**src/rtl/bus_arbiter.sv**
```systemverilog
// Two-master bus arbiter: master 0 is the parked default owner, a hold counter
// bounds contested tenure, and the slave read data is muxed by the registered select.
module bus_arbiter #(
  parameter int MAX_HOLD = 16
) (
  input  logic        clk,
  input  logic        reset,
  input  logic        m0_req,
  input  logic        m0_wr,
  input  logic [7:0]  m0_address,
  input  logic [31:0] m0_dout,
  input  logic        m1_req,
  input  logic        m1_wr,
  input  logic [7:0]  m1_address,
  input  logic [31:0] m1_dout,
  input  logic [4:0]  s_sel,
  input  logic [31:0] s0_dout,
  input  logic [31:0] s1_dout,
  input  logic [31:0] s2_dout,
  input  logic [31:0] s3_dout,
  input  logic [31:0] s4_dout,
  output logic        m0_grant,
  output logic        m1_grant,
  output logic        s_wr,
  output logic [7:0]  s_address,
  output logic [31:0] s_din,
  output logic [31:0] m_din
);

  typedef enum logic {
    M0_GRANT = 1'b0,
    M1_GRANT = 1'b1
  } state_t;

  localparam logic [7:0] HOLD_LAST = 8'(MAX_HOLD - 1);

  state_t      r_state;
  state_t      w_state_next;
  logic [7:0]  r_hold_cnt;
  logic [7:0]  w_hold_next;
  logic [4:0]  r_sel_d;
  logic        w_own_m1;
  logic        w_other_req;
  logic        w_hold_done;

  assign w_own_m1    = (r_state == M1_GRANT);
  assign w_other_req = w_own_m1 ? m0_req : m1_req;
  assign w_hold_done = (r_hold_cnt == HOLD_LAST);

  always_ff @(posedge clk or posedge reset) begin
    if (reset) begin
      r_state    <= M0_GRANT;
      r_hold_cnt <= 8'd0;
      r_sel_d    <= 5'd0;
    end else begin
      r_state    <= w_state_next;
      r_hold_cnt <= w_hold_next;
      r_sel_d    <= s_sel;
    end
  end

  always_comb begin
    w_state_next = r_state;
    w_hold_next  = r_hold_cnt;
    case (r_state)
      M0_GRANT: begin
        if (m1_req && (!m0_req || w_hold_done))
          w_state_next = M1_GRANT;
      end
      M1_GRANT: begin
        // An idle master 1 always hands the bus back to the parking owner.
        if (!m1_req || (m0_req && w_hold_done))
          w_state_next = M0_GRANT;
      end
      default: w_state_next = M0_GRANT;
    endcase
    if ((w_state_next != r_state) || !w_other_req)
      w_hold_next = 8'd0;
    else if (!w_hold_done)
      w_hold_next = r_hold_cnt + 8'd1;
  end

  assign m0_grant  = (r_state == M0_GRANT);
  assign m1_grant  = w_own_m1;
  assign s_address = w_own_m1 ? m1_address : m0_address;
  assign s_din     = w_own_m1 ? m1_dout : m0_dout;
  assign s_wr      = w_own_m1 ? (m1_req & m1_wr) : (m0_req & m0_wr);

  // Select bits are ordered {s0..s4}, so slave k sits at bit 4-k.
  logic [31:0] w_slv_dout [5];
  logic [31:0] w_masked   [5];
  logic [31:0] w_rd_or;
  logic        w_sel_onehot;

  assign w_slv_dout[0] = s0_dout;
  assign w_slv_dout[1] = s1_dout;
  assign w_slv_dout[2] = s2_dout;
  assign w_slv_dout[3] = s3_dout;
  assign w_slv_dout[4] = s4_dout;

  genvar gi;
  generate
    for (gi = 0; gi < 5; gi++) begin : g_rd
      assign w_masked[gi] = r_sel_d[4-gi] ? w_slv_dout[gi] : 32'h0000_0000;
    end
  endgenerate

  always_comb begin
    w_rd_or = 32'h0000_0000;
    for (int i = 0; i < 5; i++)
      w_rd_or = w_rd_or | w_masked[i];
  end

  assign w_sel_onehot = (r_sel_d != 5'd0) && ((r_sel_d & (r_sel_d - 5'd1)) == 5'd0);
  assign m_din        = w_sel_onehot ? w_rd_or : 32'h0000_0000;

endmodule

```
**config.mk**
```make
export PLATFORM = sky130hd
export DESIGN_NAME = bus_arbiter
export DESIGN_NICKNAME = d
export VERILOG_FILES = /design/src/rtl/bus_arbiter.sv
export SDC_FILE = /design/constraint.sdc
export NUM_CORES = 1
export LEC_CHECK = 0
export CAP_MARGIN = 20
export CORE_AREA = 3 3 124 126
export DETAILED_ROUTE_END_ITERATION = 7
export DIE_AREA = 0 0 127 129
export DONT_BUFFER_PORTS = 1
export HOLD_SLACK_MARGIN = 0.05
export PLACE_DENSITY = 0.3
export SETUP_SLACK_MARGIN = 0.05
export SLEW_MARGIN = 20
export SYNTH_ARGS = -nofsm -noshare
export SYNTH_HDL_FRONTEND = slang
export SYNTH_SLANG_ARGS = --single-unit
```
**constraint.sdc**
```tcl
create_clock -name clk -period 4.9 [get_ports clk]
set_clock_uncertainty 0.05 [all_clocks]
set_input_delay 0.98 -clock clk [delete_from_list [all_inputs] [get_ports clk]]
set_output_delay 0.98 -clock clk [all_outputs]
set_load 0.05 [all_outputs]
```
==> results of run 1 <==
## routing by layer
layer  up-vias  track usage, %
met1      1125            10.3
met5         -               0
li1       1003               -
met2       209            21.5
met4         0            4.04
met3        10            1.20
## synthesized netlist by cell type
master / n / area (um^2)
buf_2: 5 / 25.0
nor2b_1: 2 / 12.5
ha_1: 1 / 12.5
xnor2_1: 1 / 8.76
or3_1: 3 / 18.8
or3b_1: 1 / 8.76
or4_1: 1 / 7.51
o31ai_1: 1 / 7.51
dfrtp_1: 14 / 350
buf_1: 2 / 7.51
inv_1: 4 / 15.0
a22oi_1: 65 / 488
a21oi_1: 4 / 20.0
o21ai_0: 4 / 20.0
o21bai_1: 1 / 7.51
nor2_1: 5 / 18.8
a31oi_1: 1 / 6.26
clkbuf_1: 24 / 90.1
nand3_1: 3 / 15.0
o21ai_1: 1 / 5.00
mux2_2: 40 / 450
nor3_1: 2 / 10.0
nor3b_1: 1 / 7.51
or4_4: 1 / 11.3
a222oi_1: 32 / 320
xor2_1: 2 / 17.5
nand2_1: 6 / 22.5
## report_power, final
part           total [mW]  internal, mW  switching, mW
Combinational       0.334        0.0901          0.244
Clock               0.169         0.124         0.0458
Sequential          0.131         0.120         0.0113
## how the worst max path moves through the flow
stage	to	cells after the start	slack, ns	from
6_report	m_din[24]	6	1.65	r_sel_d[4]$_DFF_PP0_
2_1_floorplan	s_wr	3	1.71	m1_grant$_DFF_PP0_
3_3_place_gp	s_wr	2	1.97	m0_wr
5_1_grt	m_din[29]	6	1.49	r_sel_d[4]$_DFF_PP0_
4_1_cts	m_din[24]	6	1.66	r_sel_d[4]$_DFF_PP0_
3_5_place_dp	m_din[24]	6	1.92	r_sel_d[4]$_DFF_PP0_
## final cells by class
cell class | instances | area, um^2
fillers | 1628 | 11900
multi-input cells | 178 | 1510
flip-flops and latches | 14 | 354
repair buffers | 39 | 293
well taps | 184 | 230
clock buffers | 4 | 88.8
inverters | 4 | 15.0
diodes | 2 | 5.00
## cell usage in the layout (no fill, tap or decap), types with 2 or more instances in the layout
| cell type | Yosys | final |
|---|---|---|
| inv_1 | 4 | 4 |
| nor2_1 | 5 | 5 |
| o21ai_0 | 4 | 3 |
| a222oi_1 | 32 | 32 |
| dfrtp_1 | 14 | 13 |
| xor2_1 | 2 | 2 |
| a22oi_1 | 65 | 64 |
| nor2b_1 | 2 | 2 |
| nand3_1 | 3 | 3 |
| nand2_1 | 6 | 6 |
| mux2_2 | 40 | 40 |
| diode_2 | 0 | 2 |
| a21oi_1 | 4 | 4 |
| or3_1 | 3 | 3 |
| clkbuf_16 | 0 | 3 |
| buf_4 | 0 | 39 |
| nor3_1 | 2 | 2 |
## logic make-up (layout without fill, tap and decap cells)
group | Yosys count | after routing | synth area share (%)
muxes | 40 | 40 | 22.7
other | 0 | 2 | 0
xor gates and xnor gates | 3 | 3 | 1.32
buffers and inverters | 35 | 47 | 6.94
DFF | 14 | 14 | 17.7
and+or+nand+nor | 25 | 25 | 6.68
adders and majority gates | 1 | 1 | 0.630
AOI/OAI and AO/OA | 109 | 109 | 44.1
## metrics by stage
stage | total power, mW | setup slack (ns) | std cells
finish | 0.634 | 1.65 | 425
global route | 0.662 | 1.49 | 425
global placement | 0.470 | 1.97 | 419
CTS | 0.644 | 1.66 | 423
floorplan | 0.413 | 1.71 | 227
detailed placement | 0.470 | 1.92 | 419
## registers in the layout (all words and copies together) (netlist names)
signal	count
m1_grant	1
r_hold_cnt	8
r_sel_d	5
==> results.json, run 1 <==
{
  "outcome": "finished, final reports clean",
  "setup_viol": 0,
  "cp.required_ns": 3.87,
  "wire_per_inst_um": 23.5,
  "setup_tns_ns": 0,
  "drv_cap": 0,
  "rr_startpoint": "r_hold_cnt[6]$_DFFE_PP0P_",
  "vias": 2347,
  "post-route-period-util_pct": 66.3,
  "setup.worst_path.end_class": "primary output",
  "grt_start_max_net_pins": 47,
  "grt_use_total_pct": 10.3,
  "synthesis.nets": 479,
  "clk_pin_slew_ns": 0.05,
  "die_x_um": 127,
  "viasPerCell": 5.52,
  "synth_warnings": 0,
  "timing.rr.end": "m1_grant$_DFF_PP0_",
  "synth_cell_types": 27,
  "grt_overflow": 0,
  "worstPathCellList": "buf_4, nor2b_1, o21ai_2, buf_4, a22oi_1, buf_4",
  "cts.htree.levels": 1,
  "ctsResizeCount": 0,
  "fin_area_um2": 2490,
  "initial_core_util_pct": 13.8,
  "timing.critical_path.mode_cell": "buf_4",
  "clock_sinks": 14,
  "worst_pin_slew_ns": 1.09,
  "hold_end": "r_hold_cnt[0]$_DFFE_PP0P_",
  "crit_path_top_delay_cell": "o21ai_2",
  "drt_wl_total_um": 9990,
  "min_path_type": "reg2reg",
  "synth_seq_cells": 14,
  "wl_met3_um": 777,
  "path_buf_inv": 3,
  "clockBufferDepth": 2,
  "ir_worst_vdd_uv": 113,
  "detailedRoute.firstPassIterationCount": 6,
  "max_slew_margin_pct": 27.2,
  "gp_congestion": 0.818,
  "finalHoldWorstSlack_ns": 0.414,
  "core.rowCount": 44,
  "power_density_nw_per_um2": 255,
  "dpl-instance-area_um2": 2390,
  "yosysSeqAreaShare_pct": 17.7,
  "cp-start-kind": "register",
  "wl_met2_um": 5750,
  "drv_slew": 0,
  "syn-instance-count": 227,
  "io_buffers": 0,
  "drt_first_iter_violations": 203,
  "drcViolationCount": 0,
  "criticalPathCategory": "reg2out",
  "r2r_cells": 3,
  "antenna_found_initial": 2,
  "postCtsSetupBuffers": 0,
  "cts_buffers": 3,
  "synth_area_um2": 1980,
  "grt_pass1_vias": 2167,
  "nets": 492,
  "hold_path_startpoint": "r_hold_cnt[0]$_DFFE_PP0P_",
  "cts_tree": "built",
  "critical_path.max_fanout": 36,
  "io_pins": 326,
  "dp_hpwl_um": 8390,
  "die_h_um": 129,
  "hold-path-cell-count": 1,
  "dieArea_um2": 16400,
  "final_hold_viol_count": 0,
  "cp.arrival_ns": 2.22,
  "avgSynthCellArea_um2": 8.74,
  "fmaxAchievable_mhz": 308,
  "p_leak_nw": 0.926,
  "top_layer_used": "met4",
  "finalCoreUtilization_pct": 17.3,
  "wl_met1_um": 3240,
  "grt_pass1_wl_um": 12900,
  "area_delta_synth_final_pct": 25.5,
  "drive_above_1_share_pct": 36.4,
  "hold_buffers": 0,
  "min_period_ns": 3.25,
  "core_um2": 14400,
  "critPathMaxStageDelay_ns": 0.47,
  "cts_root_buffer": "clkbuf_16",
  "clk_latency_ns": 0.24,
  "drtAntennaViolNets": 0,
  "reg2reg_slack_ns": 3.29,
  "rsz0062_at_grt": "false",
  "path_delay_family": "buffers and inverters"
}
No activity file was read; power rests on OpenSTA's default activity.
==> run 2: changes to the inputs <==
==> constraint.sdc (replaced) <==
create_clock -name clk -period 3.4 [get_ports clk]
set_clock_uncertainty 0.05 [all_clocks]
set_input_delay 0.68 -clock clk [delete_from_list [all_inputs] [get_ports clk]]
set_output_delay 0.68 -clock clk [all_outputs]
set_load 0.05 [all_outputs]
==> results.json, run 2 (synthesis results as in run 1) <==
{
  "outcome": "finished, final reports clean",
  "clockBufferDepth": 2,
  "setup.worst_path.end_class": "primary output",
  "worst_pin_slew_ns": 0.861,
  "dp_hpwl_um": 9000,
  "grt_pass1_vias": 2175,
  "core.rowCount": 44,
  "timing.critical_path.mode_cell": "buf_4",
  "drt_first_iter_violations": 222,
  "initial_core_util_pct": 13.8,
  "worstPathCellList": "xor2_1, a22oi_2, buf_4, a22oi_1, buf_4",
  "io_buffers": 0,
  "drcViolationCount": 0,
  "top_register": "r_hold_cnt",
  "cp.required_ns": 2.67,
  "min_path_type": "in2async",
  "antenna_found_initial": 3,
  "fin_ws_ns": 0.420,
  "power_density_nw_per_um2": 369,
  "clk_latency_ns": 0.24,
  "vias": 2372,
  "ir_worst_vdd_uv": 151,
  "cts_buffers": 3,
  "crit_path_top_delay_cell": "dfrtp_1",
  "die_x_um": 127,
  "largest_reg_flops": 8,
  "setup_tns_ns": 0,
  "clock_sinks": 14,
  "post-route-period-util_pct": 87.6,
  "reg2reg_slack_ns": 1.75,
  "grtUsageMet1_pct": 10.7,
  "hold_buffers": 0,
  "cp-start-kind": "register",
  "grt_overflow": 0,
  "rsz0062_at_grt": "false",
  "grt_start_max_net_pins": 47,
  "final_hold_viol_count": 0,
  "final_cell_mix": "a22oi_1 (64), buf_4 (42), mux2_2 (40), a222oi_1 (32), dfrtp_1 (13)",
  "critPathMaxStageDelay_ns": 0.52,
  "setup_viol": 0,
  "detailedRoute.firstPassIterationCount": 6,
  "busiest_layer": "met2",
  "drive_above_1_share_pct": 37.2,
  "p_leak_nw": 0.941,
  "final_common_cell": "a22oi_1",
  "gr-usage-met2_pct": 23.0,
  "die_h_um": 129,
  "cts_tree": "built",
  "drtAntennaViolNets": 0,
  "postCtsSetupBuffers": 0,
  "ctsResizeCount": 0,
  "fmaxAchievable_mhz": 336,
  "drv_slew": 0,
  "gp_congestion": 0.809,
  "nets": 495,
  "viasPerCell": 5.56,
  "place_ws_ns": 0.683,
  "max_slew_margin_pct": 42.6,
  "r2r_cells": 3,
  "core_um2": 14400,
  "grtUsageMet3_pct": 1.74,
  "area_delta_synth_final_pct": 26.4,
  "clk_pin_slew_ns": 0.05,
  "grt_use_total_pct": 10.8,
  "drv_cap": 0,
  "wire_per_inst_um": 24.3,
  "critical_path.max_fanout": 20,
  "dieArea_um2": 16400,
  "cts_root_buffer": "clkbuf_16",
  "cts.htree.levels": 1,
  "grt_pass1_wl_um": 13400,
  "drt_wl_total_um": 10400,
  "cp.arrival_ns": 2.25,
  "io_pins": 326,
  "criticalPathCategory": "reg2out",
  "min_period_ns": 2.98
}
## run 2: cell types whose count changed in the layout (fill, tap and decap cells not counted)
cell | before | now
buf_4 | 39 | 42
dfrtp_2 | 0 | 1
dfrtp_4 | 1 | 0
diode_2 | 2 | 1
## run 2: report_power, final
part	switching [mW]	internal, mW
combinational	0.351	0.133
clock	0.0728	0.179
sequential	0.0186	0.172
total	0.442	0.483
## run 2: metal layers
metal,part of all wire [%],routed length (um)
met1,32,3270
met2,58,6010
met3,8.6,892
met4,1.9,199
met5,0,0
## run 2: final cells by class
cell class / count / area [um^2]
inverters: 4 / 15.0
flip-flops and latches: 14 / 352
repair buffers: 42 / 315
diodes: 1 / 2.50
multi-input cells: 178 / 1510
fillers: 1648 / 11900
well taps: 184 / 230
clock buffers: 4 / 88.8
## run 2: metrics by stage
| step | hold WS [ns] | cells | instance area [um^2] | power [mW] | utilization [%] |
|---|---|---|---|---|---|
| 2_1_floorplan | 0.382 | 227 | 1980 | 0.596 | - |
| 3_3_place_gp | 0.410 | 422 | 2420 | 0.683 | 16.8 |
| 3_5_place_dp | 0.412 | 422 | 2420 | 0.683 | 16.8 |
| 4_1_cts | 0.390 | 426 | 2510 | 0.945 | 17.4 |
| 5_1_grt | 0.402 | 427 | 2510 | 0.967 | 17.4 |
| 6_report | 0.347 | 427 | 2510 | 0.926 | 17.4 |
## run 2: final timing paths
check / from / endpoint
max: r_sel_d[1]$_DFF_PP0_ / m_din[0]
min: reset / r_hold_cnt[1]$_DFFE_PP0P_
max reg2reg: r_hold_cnt[4]$_DFFE_PP0P_ / m1_grant$_DFF_PP0_
min reg2reg: r_hold_cnt[0]$_DFFE_PP0P_ / r_hold_cnt[0]$_DFFE_PP0P_
max in group asynchronous: reset / m1_grant$_DFF_PP0_
min in group clk: s_sel[4] / r_sel_d[4]$_DFF_PP0_
## run 2: critical path: cells and delay by family (launching register included)
kind,cells,cell delay (ns)
buffers and inverters,2,0.60
xor gates and xnor gates,1,0.23
AOI/OAI and AO/OA,2,0.65
DFF,1,0.52
